$ cat config.mk
export PLATFORM = sky130hd
export DESIGN_NAME = motor_drive_ctrl
export DESIGN_NICKNAME = d
export VERILOG_FILES = /design/src/rtl/motor_drive_ctrl.sv
export SDC_FILE = /design/constraint.sdc
export NUM_CORES = 1
export LEC_CHECK = 0
export ABC_AREA = 1
export CAP_MARGIN = 20
export CORE_UTILIZATION = 40
export DETAILED_ROUTE_END_ITERATION = 6
export DONT_BUFFER_PORTS = 1
export GPL_TIMING_DRIVEN = 1
export HOLD_SLACK_MARGIN = 0.05
export SLEW_MARGIN = 10
export SYNTH_ARGS = -nofsm -noshare
export SYNTH_HDL_FRONTEND = slang
export SYNTH_SLANG_ARGS = --single-unit
$ cat constraint.sdc
create_clock -name clk -period 2.4 [get_ports clk]
set_clock_uncertainty 0.2 [all_clocks]
set_input_delay 0.24 -clock clk [delete_from_list [all_inputs] [get_ports clk]]
set_output_delay 0.24 -clock clk [all_outputs]
set_load 0.01 [all_outputs]
$ cat src/rtl/motor_drive_ctrl.sv
// Dual-wheel motor drive controller: filters the 2-bit steering command, sequences
// IDLE/RUN/DEAD with coast time between direction changes, and soft-starts the PWM duties.
module motor_drive_ctrl #(
    parameter int PWM_W         = 10,
    parameter int DUTY_FWD      = 768,
    parameter int DUTY_FAST     = 768,
    parameter int DUTY_SLOW     = 256,
    parameter int RAMP_STEP     = 128,
    parameter int FILTER_CYCLES = 4,
    parameter int DEAD_CYCLES   = 64
) (
    input  logic       clk,
    input  logic       reset,
    input  logic [1:0] state,
    output logic       left_pwm,
    output logic       right_pwm,
    output logic [1:0] left_motor,
    output logic [1:0] right_motor,
    output logic       busy
);
    localparam int FW = (FILTER_CYCLES > 1) ? $clog2(FILTER_CYCLES) : 1;
    localparam int DW = (DEAD_CYCLES > 1) ? $clog2(DEAD_CYCLES) : 1;
    localparam logic [PWM_W-1:0] CNT_MAX = '1;
    localparam logic [PWM_W-1:0] D_FWD   = PWM_W'(DUTY_FWD);
    localparam logic [PWM_W-1:0] D_FAST  = PWM_W'(DUTY_FAST);
    localparam logic [PWM_W-1:0] D_SLOW  = PWM_W'(DUTY_SLOW);

    typedef enum logic [1:0] {IDLE, RUN, DEAD} fsm_e;

    fsm_e             fsm_q, fsm_d;
    logic [PWM_W-1:0] cnt_q;
    logic [1:0]       cmd_q, cmd_d, prev_q;
    logic [FW-1:0]    fcnt_q, fcnt_d;
    logic             new_q, new_d;
    logic [DW-1:0]    dcnt_q, dcnt_d;
    logic [PWM_W-1:0] lduty_q, lduty_d, rduty_q, rduty_d;
    logic [PWM_W-1:0] ltgt, rtgt;
    logic             lpwm_q, lpwm_d, rpwm_q, rpwm_d;

    // Sum is taken one bit wider so a large step near full scale cannot wrap.
    function automatic logic [PWM_W-1:0] ramp(input logic [PWM_W-1:0] cur,
                                              input logic [PWM_W-1:0] tgt);
        logic [PWM_W:0] sum;
        sum = {1'b0, cur} + (PWM_W+1)'(RAMP_STEP);
        if (cur >= tgt || sum >= {1'b0, tgt}) ramp = tgt;
        else                                  ramp = sum[PWM_W-1:0];
    endfunction

    always_comb begin
        ltgt = '0;
        rtgt = '0;
        case (cmd_q)
            2'b11: begin ltgt = D_FWD;  rtgt = D_FWD;  end
            2'b01: begin ltgt = D_SLOW; rtgt = D_FAST; end
            2'b10: begin ltgt = D_FAST; rtgt = D_SLOW; end
            default: ;
        endcase
    end

    // Filter counter runs only while the input differs from the accepted command
    // and restarts whenever the input differs from its previous sample.
    always_comb begin
        cmd_d  = cmd_q;
        new_d  = 1'b0;
        fcnt_d = '0;
        if (state != cmd_q) begin
            fcnt_d = (state == prev_q) ? fcnt_q + FW'(1) : '0;
            if (fcnt_d == FW'(FILTER_CYCLES - 1)) begin
                cmd_d  = state;
                new_d  = 1'b1;
                fcnt_d = '0;
            end
        end
    end

    always_comb begin
        fsm_d   = fsm_q;
        dcnt_d  = '0;
        lduty_d = lduty_q;
        rduty_d = rduty_q;
        case (fsm_q)
            IDLE: begin
                lduty_d = '0;
                rduty_d = '0;
                if (new_q && cmd_q != 2'b00) fsm_d = RUN;
            end
            RUN: begin
                if (new_q) begin
                    lduty_d = '0;
                    rduty_d = '0;
                    fsm_d   = (cmd_q == 2'b00) ? IDLE : DEAD;
                end else if (cnt_q == CNT_MAX) begin
                    lduty_d = ramp(lduty_q, ltgt);
                    rduty_d = ramp(rduty_q, rtgt);
                end
            end
            DEAD: begin
                lduty_d = '0;
                rduty_d = '0;
                if (new_q) begin
                    if (cmd_q == 2'b00) fsm_d = IDLE;
                end else if (dcnt_q == DW'(DEAD_CYCLES - 1)) begin
                    fsm_d = RUN;
                end else begin
                    dcnt_d = dcnt_q + DW'(1);
                end
            end
            default: fsm_d = IDLE;
        endcase
        // Leaving RUN silences the outputs on the same edge.
        lpwm_d = (fsm_d == RUN) && (cnt_q < lduty_q);
        rpwm_d = (fsm_d == RUN) && (cnt_q < rduty_q);
    end

    always_ff @(posedge clk or negedge reset) begin
        if (!reset) begin
            fsm_q   <= IDLE;
            cnt_q   <= '0;
            cmd_q   <= 2'b00;
            prev_q  <= 2'b00;
            fcnt_q  <= '0;
            new_q   <= 1'b0;
            dcnt_q  <= '0;
            lduty_q <= '0;
            rduty_q <= '0;
            lpwm_q  <= 1'b0;
            rpwm_q  <= 1'b0;
        end else begin
            fsm_q   <= fsm_d;
            cnt_q   <= cnt_q + PWM_W'(1);
            cmd_q   <= cmd_d;
            prev_q  <= state;
            fcnt_q  <= fcnt_d;
            new_q   <= new_d;
            dcnt_q  <= dcnt_d;
            lduty_q <= lduty_d;
            rduty_q <= rduty_d;
            lpwm_q  <= lpwm_d;
            rpwm_q  <= rpwm_d;
        end
    end

    assign left_pwm    = lpwm_q;
    assign right_pwm   = rpwm_q;
    assign left_motor  = (fsm_q == IDLE) ? 2'b00 : 2'b10;
    assign right_motor = (fsm_q == IDLE) ? 2'b00 : 2'b10;
    assign busy        = (fsm_q == DEAD) ||
                         ((fsm_q == RUN) && (lduty_q != ltgt || rduty_q != rtgt));
endmodule
Word-level counts from Yosys, hierarchy flattened
Index checks and enable logic that the tools add are counted.
{ "word_totals": {"register_bits": 47, "inputBits": 4, "output_inout_bits": 7} }
{ "op_classes": {"n_addsub": 5, "magnitude_cmp": 6, "eq_ne": 14, "n_mux": 26, "reduce_logical": 17} }
{ "op_table": {"columns": ["op", "count"], "rows": [
  ["case mux 10 bit (2 select lines)", 4],
  ["two-way mux 10 bit", 6],
  ["adder 10 x 8 -> 11 bit, second input constant", 2],
  ["greater-or-equal comparator 11 x 10 -> 1 bit", 2],
  ["greater-or-equal comparator 10 bit", 2],
  ["< comparator 10 bit", 2],
  ["two-way mux 2 bit", 10],
  ["!= test 10 bit", 2],
  ["two-way mux 6 bit", 3],
  ["adder 10 x 1 -> 10 bit, second input constant", 1],
  ["== test 10 bit, second input constant", 1],
  ["== test 2 bit, second input constant", 4],
  ["adder 6 x 1 -> 6 bit, second input constant", 1],
  ["== test 2 x 1 -> 1 bit, second input constant", 3],
  ["== test 6 bit, second input constant", 1],
  ["case mux 2 bit (3 select lines)", 1],
  ["OR reduction 2 bit", 3],
  ["logical AND 1 bit", 4],
  ["logical NOT 2 bit", 2],
  ["logical OR 1 bit", 4],
  ["AND reduction 2 bit", 2],
  ["nonzero test 2 bit", 2],
  ["!= test 3 bit, second input constant", 1],
  ["adder 2 x 1 -> 2 bit, second input constant", 1],
  ["3 further kinds", 4]
]} }

Longest topological paths before layout
Gate-level depths: netlist (run 1).
{ "depth": {"depth_word": 9, "depth_mapped": 12, "mapped_depth_nobuf": 12} }

Least setup slack after synthesis (run 1)
No wires, ideal clock.
{ "synth_path": {"path_kind": "register to register", "startpoint": "register rduty_q[7]", "endpoint": "register rduty_q[8]", "setup_time_ps": 116, "t_arrival_ps": 1673, "required_ps": 2084, "path_slack_ps": 411, "path_stages_with_launch": 13, "period_less_slack_ps": 1989, "path_cell_list": "dfrtp_1 > ha_1 > xnor2_1 > inv_1 > ha_1 > nand2_1 > nand2_1 > a21oi_1 > nand3_1 > nand2_1 > nor2_1 > nand2_1 > nand2_1"} }
{ "synth_between": {"elab_chain_len": 7, "elab_cells_between_ends": 8, "classes_between": "1 x add/sub; 2 x order compare; 4 x mux; 1 x reduce/logical"} }
{ "synth_lines": {"columns": ["item", "line", "text"], "rows": [
  ["from (decl)", "36", "logic [PWM_W-1:0] lduty_q, lduty_d, rduty_q, rduty_d;"],
  ["from (signal assigned)", "137", "rduty_q <= rduty_d;"],
  ["adder 10 x 8 -> 11 bit", "44", "sum = {1'b0, cur} + (PWM_W+1)'(RAMP_STEP);"],
  ["greater-or-equal comparator 11 x 10 -> 1 bit", "45", "if (cur >= tgt || sum >= {1'b0, tgt}) ramp = tgt;"],
  ["logical OR 1 bit", "45", null],
  ["two-way mux 10 bit *", "45", null],
  ["two-way mux 10 bit *", "92", "end else if (cnt_q == CNT_MAX) begin"],
  ["two-way mux 10 bit *", "88", "if (new_q) begin"],
  ["case mux 10 bit (2 select lines) *", "81", "case (fsm_q)"]
]} }
Mark *: on every way between the ends. The rest lies on a longest branch, timed or not. The select of a mux whose other input is x is not followed.
A chain may end at the register's enable or synchronous reset.

Worst setup path in the final report (run 1)
{ "layout_path": {"startpoint": "register cmd_q[1]", "endpoint": "output port busy"} }
{ "layout_between": {"elab_chain_len": 7, "elab_cells_between_ends": 12, "classes_between": "5 x eq/ne; 2 x mux; 5 x reduce/logical"} }
{ "layout_lines": {"columns": ["item", "line", "text"], "rows": [
  ["from (decl)", "32", "logic [1:0] cmd_q, cmd_d, prev_q;"],
  ["from (signal assigned)", "131", "cmd_q <= cmd_d;"],
  ["== test 2 bit / == test 2 x 1 -> 1 bit (equally long branches)", "52", "case (cmd_q)"],
  ["OR reduction 2 bit (no source line)", null, null],
  ["case mux 10 bit (2 select lines)", "52", null],
  ["!= test 10 bit", "148", "((fsm_q == RUN) && (lduty_q != ltgt || rduty_q != rtgt));"],
  ["logical OR 1 bit *", "148", null],
  ["logical AND 1 bit *", "148", null],
  ["logical OR 1 bit *", "147", "assign busy = (fsm_q == DEAD) ||"],
  ["to (decl)", "19", "output logic busy"]
]} }
Mark *: on every way between the ends. The rest lies on a longest branch, timed or not.

==> results.yml, run 1 <==
pwr:
  finalPower_uw: 1270
  internal_power_uw: 873.5
  powerDensity_mw_per_mm2: 598.0
  irDropWorstVdd_uv: 307.3
  p_leak_uw: 0.001070
  p_sw_share_pct: 31.24
  pwr-share-clk_pct: 31.3
  seq_power_share_pct: 46.0
  switchingPower_uw: 396.9
  combPwrFrac_pct: 22.7
yosys:
  synth_fa_ha_area_share_pct: 11.60
  synth_xor_area_share_pct: 6.314
  ys_seq_area_share_pct: 42.53
  synth_largest_area_cell: "dfrtp_1"
  ys_types: 28
  synth_compound_area_share_pct: 5.090
  yosys-top-cells-area: "dfrtp_1, ha_1, nand2_1"
  synthMuxAreaShare_pct: 0
  synth-edff-count: 0
  yosysWarnings: 0
  syn-cell-area_mm2: 0.001942
  synth_top_family_by_area: "simple AND/OR/NAND/NOR gates"
  synth_top_area_share_pct: 42.53
  ys_ff_latch: 33
  synthArstFlopShare_pct: 100.0
  netlist_instances: 227
  syn_avg_cell_area_um2: 8.554
  synth_simple_gate_area_share_pct: 25.52
  synth_ff_type: "dfrtp_1"
placement:
  placed_cell_area_mm2: 0.001988
  port_buffers: 0
  gp_congestion: 0.9160
  dp_hpwl_um: 2504
  preCtsSetupSlack_ps: 206.8
layout:
  final_util_pct: 47.17
  layout_commonest_cell: "nand2_1"
  antenna_cells: 0
  final_layout_size_suffix_gt1_share_pct: 9.705
  area_delta_synth_final_pct: 9.407
  nNetsFinal: 258
  layout_common_cells: "nand2_1, inv_1, dfrtp_1"
  final_area_mm2: 0.002125
setup_path:
  r2r_start: "rduty_q[7]"
  timing.rr.end: "rduty_q[8]"
  path_delay_family: "simple AND/OR/NAND/NOR gates"
  crit_start: "cmd_q[1]"
  crit_path_end_kind: "primary output"
  worstSetupStartpointType: "flop"
  max_stage_delay_ps: 390
  r2r_slack_ps: 200
  r2r_cells: 12
  cp.buffers_inverters: 1
  worst-setup-path-type: "flop to primary output"
  cpMaxStageDelayCell: "dfrtp_1"
  cp_cell_sequence: "inv_1, nand2_2, ha_1, nand3_1, o211ai_1, nand2_1"
  arrival_ps: 1810
  cp.required_ps: 1960
  cp_max_fo: 7
die:
  fp.dieW_um: 71.68
  fp-row-count: 24
  ioPinCount: 11
  die_area_mm2: 0.005137
  die_h_um: 71.68
  start_util_pct: 43.11
  coreArea_mm2: 0.004504
sta:
  hold_viol_final: 0
  setup_slack_ps: 153.9
  rsz0062_at_grt: "false"
  setup_viol: 0
  drv_slew: 0
  min_period_ps: 2246
  fmax_ghz: 0.4452
  fin_crit_sh_pct: 93.59
  setup_tns_ps: 0
global_routing:
  grt_pass1_wl_um: 5996
  grt_antenna_before_repair: 0
  grt_max_degree: 34
  track_usage_pct: 15.10
  grt_overflow: 0
  grt_pass1_vias: 1440
clock_network:
  cts_tree: "built"
  worstSkewPairLatency_ps: 280
  cts.path.max_buffers: 2
  cts.sink_count: 33
  path_clk_slew_ps: 60
  cts_root_buf: "clkbuf_8"
  cts_made_buffers: 5
  htreeDepth: 2
route:
  drt_iter0_markers: 51
  wl_per_cell_um: 11.54
  vias: 1404
  ant_nets: 0
  drcViolationCount: 0
  viasPerCell: 4.858
  wl_um: 3334
  first_pass_iters: 4
worst_hold_path:
  holdPathEnd: "new_q"
  hold-path-cell-count: 4
  min-delay-start: "state[0]"
  min_path_type: "input pin to flop"
job:
  drv_cap: 0
outcome:
  status: "finished clean"
## how the worst max path moves through the flow
stage            endpoint  slack [ps]  depth (start not counted)
3_5_place_dp   rduty_q[8]         210                         12
6_report             busy         150                          6
5_1_grt              busy          10                          8
3_3_place_gp   rduty_q[8]         230                         12
2_1_floorplan  rduty_q[8]         410                         12
4_1_cts              busy          70                          8
## metal layers
metal / part of all wire (%) / vias up / track usage, %
met1: 50 / 647 / 19.64
met2: 45 / 21 / 24.00
met4: 1.2 / 0 / 6.318
li1: - / 731 / -
met3: 3.7 / 5 / 3.797
met5: 0 / - / 0
## cells in the mapped netlist, types with 2 or more instances
cell type  instances
dfrtp_1           33
nor2_1            20
nand3_1           14
nor3_2             2
nand2_1           48
buf_4              3
o21ai_2            2
xor2_1             7
nand4_1            3
inv_1             36
a21oi_1            4
nor3_1             7
nor3b_1            2
ha_1              18
nand2_2            2
o21a_1             4
nand3_2            4
xnor2_1            7
o21ai_0            2
## sequential cells by signal, summed over array words and instances, names as in the netlist, 2 cells and up
name / flops
cmd_q: 2
cnt_q: 10
dcnt_q: 6
fcnt_q: 2
fsm_q: 2
lduty_q: 3
prev_q: 2
rduty_q: 3
## cell type report
class / instances / area, µm²
fillers: 441 / 2380
multi-input cells: 154 / 952.2
flip-flops and latches: 33 / 825.8
inverters: 38 / 147.6
clock buffers: 7 / 76.32
well taps: 52 / 65.06
repair buffers: 4 / 50.05
clock inverters: 1 / 7.507
## worst min-delay path, delay by kind of cell
| kind | cells | cell delay [ps] |
|---|---|---|
| simple gates | 2 | 110 |
| buf+inv | 1 | 40 |
| compound gates | 1 | 150 |
## what timing repair did
action / in CTS / in global routing
setup endpoints to repair: 0 / 1
buffers inserted: 0 / 0
resized for setup: 0 / 1
hold buffers: 4 / 0
endpoints found under the hold margin: 39 / 0
## per-stage QoR
| step | std cells | hold WS, ps |
|---|---|---|
| 2_1_floorplan | 228 | -255.6 |
| 3_3_place_gp | 277 | -254.8 |
| 3_5_place_dp | 277 | -254.9 |
| 4_1_cts | 289 | 99.02 |
| 5_1_grt | 289 | 138.4 |
| 6_report | 289 | 109.0 |
## cells by family after synthesis
group,Yosys count
DFF,33
other,1
buffers and inverters,41
AOI/OAI and AO/OA,15
and+or+nand+nor,105
adders and majority gates,18
xor gates and xnor gates,14
## power groups by stage
stage,clock network (µW),logic [µW],registers [µW]
after floorplan,0,221,592
after global placement,0,264,594
after detailed placement,0,266,595
after CTS,412,288,584
after global routing,434,338,586
final,398,288,584
No activity file was read; power rests on OpenSTA's default activity.
==> run 2: changes to the inputs <==
--- a/config.mk
+++ b/config.mk
@@ -8,7 +8,8 @@
 export ABC_AREA = 1
 export CAP_MARGIN = 20
-export CORE_UTILIZATION = 40
+export CORE_UTILIZATION = 35
 export DETAILED_ROUTE_END_ITERATION = 6
 export DONT_BUFFER_PORTS = 1
+export GPL_ROUTABILITY_DRIVEN = 0
 export GPL_TIMING_DRIVEN = 1
 export HOLD_SLACK_MARGIN = 0.05
==> constraint.sdc (replaced) <==
create_clock -name clk -period 2.4 [get_ports clk]
set_clock_uncertainty 0.2 [all_clocks]
set_input_delay 0.48 -clock clk [delete_from_list [all_inputs] [get_ports clk]]
set_output_delay 0.48 -clock clk [all_outputs]
set_load 0.01 [all_outputs]
==> run 2 against run 1 <==
  * Sequential power about the same
  * Critical path type unchanged
  * Maximum frequency decreased by 3.1%
  * Combinational power increased by 43%
  * Largest cell class unchanged
  * Sequential share of layout area decreased by 2.7 points
  * Total power increased by 20%
  * Design area increased by 7.8%
  * Die area increased by 14%
==> results.yml, run 2 (same netlist as run 1, synthesis figures left out) <==
outcome:
  status: "finished clean"
route:
  wl_per_cell_um: 12.00
  vias: 1472
  wl_um: 3779
  viasPerCell: 4.673
  first_pass_iters: 4
  ant_nets: 0
  drt_iter0_markers: 69
  drcViolationCount: 0
setup_path:
  cp_max_fo: 5
  crit_path_end_kind: "primary output"
  worstSetupStartpointType: "flop"
  r2r_cells: 12
  max_stage_delay_ps: 400
  arrival_ps: 1640
  cp.required_ps: 1720
  cpMaxStageDelayCell: "dfrtp_1"
  cp_cell_sequence: "inv_2, nand2_4, ha_4, nand2_4, nor2_4, inv_2, o211ai_1, nand2_1"
  worst-setup-path-type: "flop to primary output"
  r2r_slack_ps: 150
sta:
  hold_viol_final: 0
  min_period_ps: 2318
  whs_ps: 155.3
  setup_tns_ps: 0
  drv_slew: 0
  fmax_ghz: 0.4314
  setup_viol: 0
  setup_slack_ps: 81.79
  rsz0062_at_grt: "true"
  fin_crit_sh_pct: 96.59
global_routing:
  grt_max_degree: 34
  grt_pass1_wl_um: 6299
  grt_antenna_before_repair: 0
  grt_pass1_vias: 1386
  track_usage_pct: 13.84
  grt_overflow: 0
layout:
  final_util_pct: 43.72
  nNetsFinal: 266
  largest_register_ffs: 10
  area_delta_synth_final_pct: 17.91
  top_register: "cnt_q"
  final_area_mm2: 0.002290
  layout_common_cells: "nand2_1, inv_1, dfrtp_1"
  antenna_cells: 0
  final_layout_size_suffix_gt1_share_pct: 16.73
  layout_commonest_cell: "nand2_1"
  largestRegisters: "cnt_q (10), dcnt_q (6)"
die:
  start_util_pct: 37.08
  die_area_mm2: 0.005850
  ioPinCount: 11
  fp-row-count: 26
  fp.dieW_um: 76.49
  die_h_um: 76.49
  coreArea_mm2: 0.005238
pwr:
  p_leak_uw: 0.001131
  irDropWorstVdd_uv: 271.1
  powerDensity_mw_per_mm2: 666.9
worst_hold_path:
  hold-path-cell-count: 2
  min_path_type: "input pin to flop"
placement:
  placed_cell_area_mm2: 0.002018
  port_buffers: 0
  preCtsSetupSlack_ps: 179.4
  dp_hpwl_um: 2655
clock_network:
  path_clk_slew_ps: 70
  cts_made_buffers: 5
  worstSkewPairLatency_ps: 290
  cts.path.max_buffers: 2
  htreeDepth: 2
  cts_tree: "built"
  cts.sink_count: 33
  cts_root_buf: "clkbuf_8"
job:
  drv_cap: 0
==> run 2: cell types whose count changed in the layout (fill, tap and decap cells not counted), moves of 2 or more <==
| cell | change |
|---|---|
| inv_2 | +2 |
| inv_1 | -2 |
| buf_4 | +8 |
| nand2_4 | +2 |
| ha_1 | -2 |
| ha_4 | +2 |
| clkbuf_1 | -2 |
==> run 2: path summary, 6_finish.rpt <==
path,startpoint,to
hold / removal,state[1],cmd_q[1]
hold reg to reg,fcnt_q[0],fcnt_q[0]
max in group asynchronous,reset,rduty_q[7]
min in group asynchronous,reset,fsm_q[0]
setup / recovery,cmd_q[0],busy
setup reg to reg,rduty_q[7],rduty_q[8]
==> run 2: worst max-delay path, delay by kind of cell (launching register included) <==
kind | cells | cell delay [ps]
compound gates | 1 | 160
fa+ha+maj | 1 | 280
buf+inv | 2 | 150
flops | 1 | 400
simple gates | 4 | 370
==> run 2: stage by stage <==
stage	power (µW)	std cells
global route	1619	315
CTS	1440	309
finish	1527	315
global placement	861.1	296
detailed placement	865.8	296
floorplan	812.8	228
==> run 2: area by class of cell <==
cell class / count / area [µm²]
Fill cell: 512 / 2948
Multi-Input combinational cell: 154 / 1002
Sequential cell: 33 / 827.0
Inverter: 38 / 147.6
Timing Repair Buffer: 12 / 110.1
Tap cell: 70 / 87.58
Clock buffer: 5 / 68.82
Clock inverter: 3 / 46.29
==> run 2: timing repair <==
item | 4_1_cts | 5_1_grt
hold buffers | 4 | 0
setup buffers | 1 | 6
hold endpoints to repair | 35 | 0
pin swaps | 0 | 6
setup endpoints to repair | 1 | 2
gates resized for setup | 2 | 10
==> run 2: power by group <==
part	switching (µW)	internal (µW)
logic	233	179
registers	12.5	571
clock network	222	311
total	467	1060
==> run 2: metal layers <==
layer / routed length (µm) / part of all wire, % / vias to the layer above / track usage (%)
met5: 0 / 0 / - / 0
met1: 1771 / 47 / 696 / 17.24
met3: 152 / 4.0 / 6 / 3.952
met4: 59 / 1.6 / 0 / 5.192
met2: 1795 / 47 / 23 / 22.61
li1: - / - / 747 / -
==> run 3: changes to the inputs <==
- CELL_PAD_IN_SITES_DETAIL_PLACEMENT: not set -> 1
- CELL_PAD_IN_SITES_GLOBAL_PLACEMENT: not set -> 1
- PLACE_DENSITY_LB_ADDON: not set -> 0.1
==> run 3 against run 2 <==
  * Via count is 0.27% lower
  * Clock-buffer cell count unchanged
  * Clock power decreased by 21%
  * First-iteration DRC count shrank 12%
  * Total power decreased by 7.1%
  * Non-clock buffer count is 2 higher
  * Combinational power barely moved
  * Die area unchanged
  * Worst setup slack lost 21 ps
  * Routed wire length rose by 12%
  * Largest cell class unchanged
  * Largest power group unchanged
==> results.yml, run 3 (same netlist as run 1, synthesis figures left out) <==
sta:
  fin_crit_sh_pct: 97.48
  setup_viol: 0
  rsz0062_at_grt: "true"
  min_period_ps: 2339
  hold_viol_final: 0
  fmax_ghz: 0.4275
  setup_slack_ps: 60.56
  drv_slew: 0
clock_network:
  path_clk_slew_ps: 80
  cts.sink_count: 33
  htreeDepth: 2
  worstSkewPairLatency_ps: 290
  cts_tree: "built"
  cts.path.max_buffers: 2
  cts_made_buffers: 5
  cts_root_buf: "clkbuf_8"
placement:
  dp_hpwl_um: 3182
  port_buffers: 0
  preCtsSetupSlack_ps: 163.7
setup_path:
  max_stage_delay_ps: 420
  r2r_slack_ps: 260
  worst-setup-path-type: "flop to primary output"
  cp.required_ps: 1720
  cpMaxStageDelayCell: "dfrtp_1"
  cp_max_fo: 4
  cp_cell_sequence: "inv_2, nand2_4, ha_4, nand2_4, nor2_4, inv_2, o211ai_1, nand2_1"
  r2r_start: "lduty_q[8]"
  crit_path_end: "busy"
  path_delay_family: "flip-flops"
  timing.rr.end: "lduty_q[9]"
  worstSetupStartpointType: "flop"
  cp.buffers_inverters: 2
  arrival_ps: 1660
  crit_start: "cmd_q[0]"
  crit_cells: 8
  crit_path_end_kind: "primary output"
  r2r_cells: 11
layout:
  largest_register_ffs: 10
  antenna_cells: 0
  final_layout_size_suffix_gt1_share_pct: 17.00
  final_util_pct: 43.43
  largestRegisters: "cnt_q (10), dcnt_q (6)"
  layout_common_cells: "nand2_1, inv_1, dfrtp_1"
  top_register: "cnt_q"
  layout_commonest_cell: "nand2_1"
  nNetsFinal: 268
  area_delta_synth_final_pct: 17.14
route:
  drt_iter0_markers: 61
  viasPerCell: 4.631
  wl_per_cell_um: 13.38
  vias: 1468
  wl_um: 4240
  ant_nets: 0
  drcViolationCount: 0
  first_pass_iters: 4
die:
  start_util_pct: 37.08
  die_area_mm2: 0.005850
  fp-row-count: 26
  coreArea_mm2: 0.005238
  die_h_um: 76.49
  fp.dieW_um: 76.49
  ioPinCount: 11
global_routing:
  track_usage_pct: 16.10
  grt_overflow: 0
  grt_max_degree: 34
  grt_pass1_vias: 1523
  grt_pass1_wl_um: 7286
  grt_antenna_before_repair: 0
job:
  drv_cap: 0
pwr:
  powerDensity_mw_per_mm2: 623.6
  p_leak_uw: 0.001134
  irDropWorstVdd_uv: 431.4
outcome:
  status: "finished clean"
worst_hold_path:
  min_path_type: "input pin to flop"
run 3: changes by cell type in the layout (fill, tap and decap cells not counted), sizes merged:
cell    previous run  this run
buf                9        11
bufinv             1         0
clkinv             1         2
run 3: worst min-delay path by stage:
stage,start,end,slack [ps],depth (start not counted)
after floorplan,reset,cmd_q[0],-20,0
after global placement,reset,cnt_q[4],-10,0
after detailed placement,reset,cnt_q[4],-10,0
after CTS,state[1],cmd_q[1],150,2
after global routing,state[1],cmd_q[1],180,2
final,state[1],cmd_q[1],160,2
run 3: what timing repair did:
item / 4_1_cts / 5_1_grt
pin swaps: 1 / 5
setup endpoints to repair: 1 / 1
hold buffers: 4 / 0
hold endpoints to repair: 35 / 0
gates resized for setup: 3 / 8
buffers inserted: 3 / 3
run 3: per-stage QoR:
| step | instance area, µm² | power, µW | std cells | setup TNS (ps) | hold slack [ps] |
|---|---|---|---|---|---|
| final | 2275 | 1418 | 317 | 0 | 162.8 |
| after global routing | 2275 | 1522 | 317 | -20.01 | 175.2 |
| after CTS | 2210 | 1366 | 314 | 0 | 150.1 |
| after detailed placement | 2041 | 885.6 | 299 | 0 | -14.78 |
| after global placement | 2041 | 890.1 | 299 | 0 | -14.86 |
| after floorplan | 1946 | 812.8 | 228 | 0 | -15.59 |
run 3: layer usage:
| layer | track usage (%) | share of wire, % |
|---|---|---|
| met1 | 20.04 | 47 |
| met2 | 26.31 | 49 |
| met3 | 4.431 | 2.5 |
| met4 | 6.346 | 1.6 |
| met5 | 0 | 0 |
run 3: cell type report:
class,count,area [µm²]
fillers,652,2963
inverters,38,147.6
well taps,70,87.58
multi-input cells,154,1002
flip-flops and latches,33,825.8
clock buffers,5,68.82
clock inverters,3,17.52
repair buffers,14,125.1
run 3: report_power, final:
group | internal [µW] | switching (µW) | total, µW
Combinational | 175 | 237 | 412
Clock | 200 | 222 | 422
Sequential | 571 | 13.8 | 584
Total | 945 | 473 | 1420
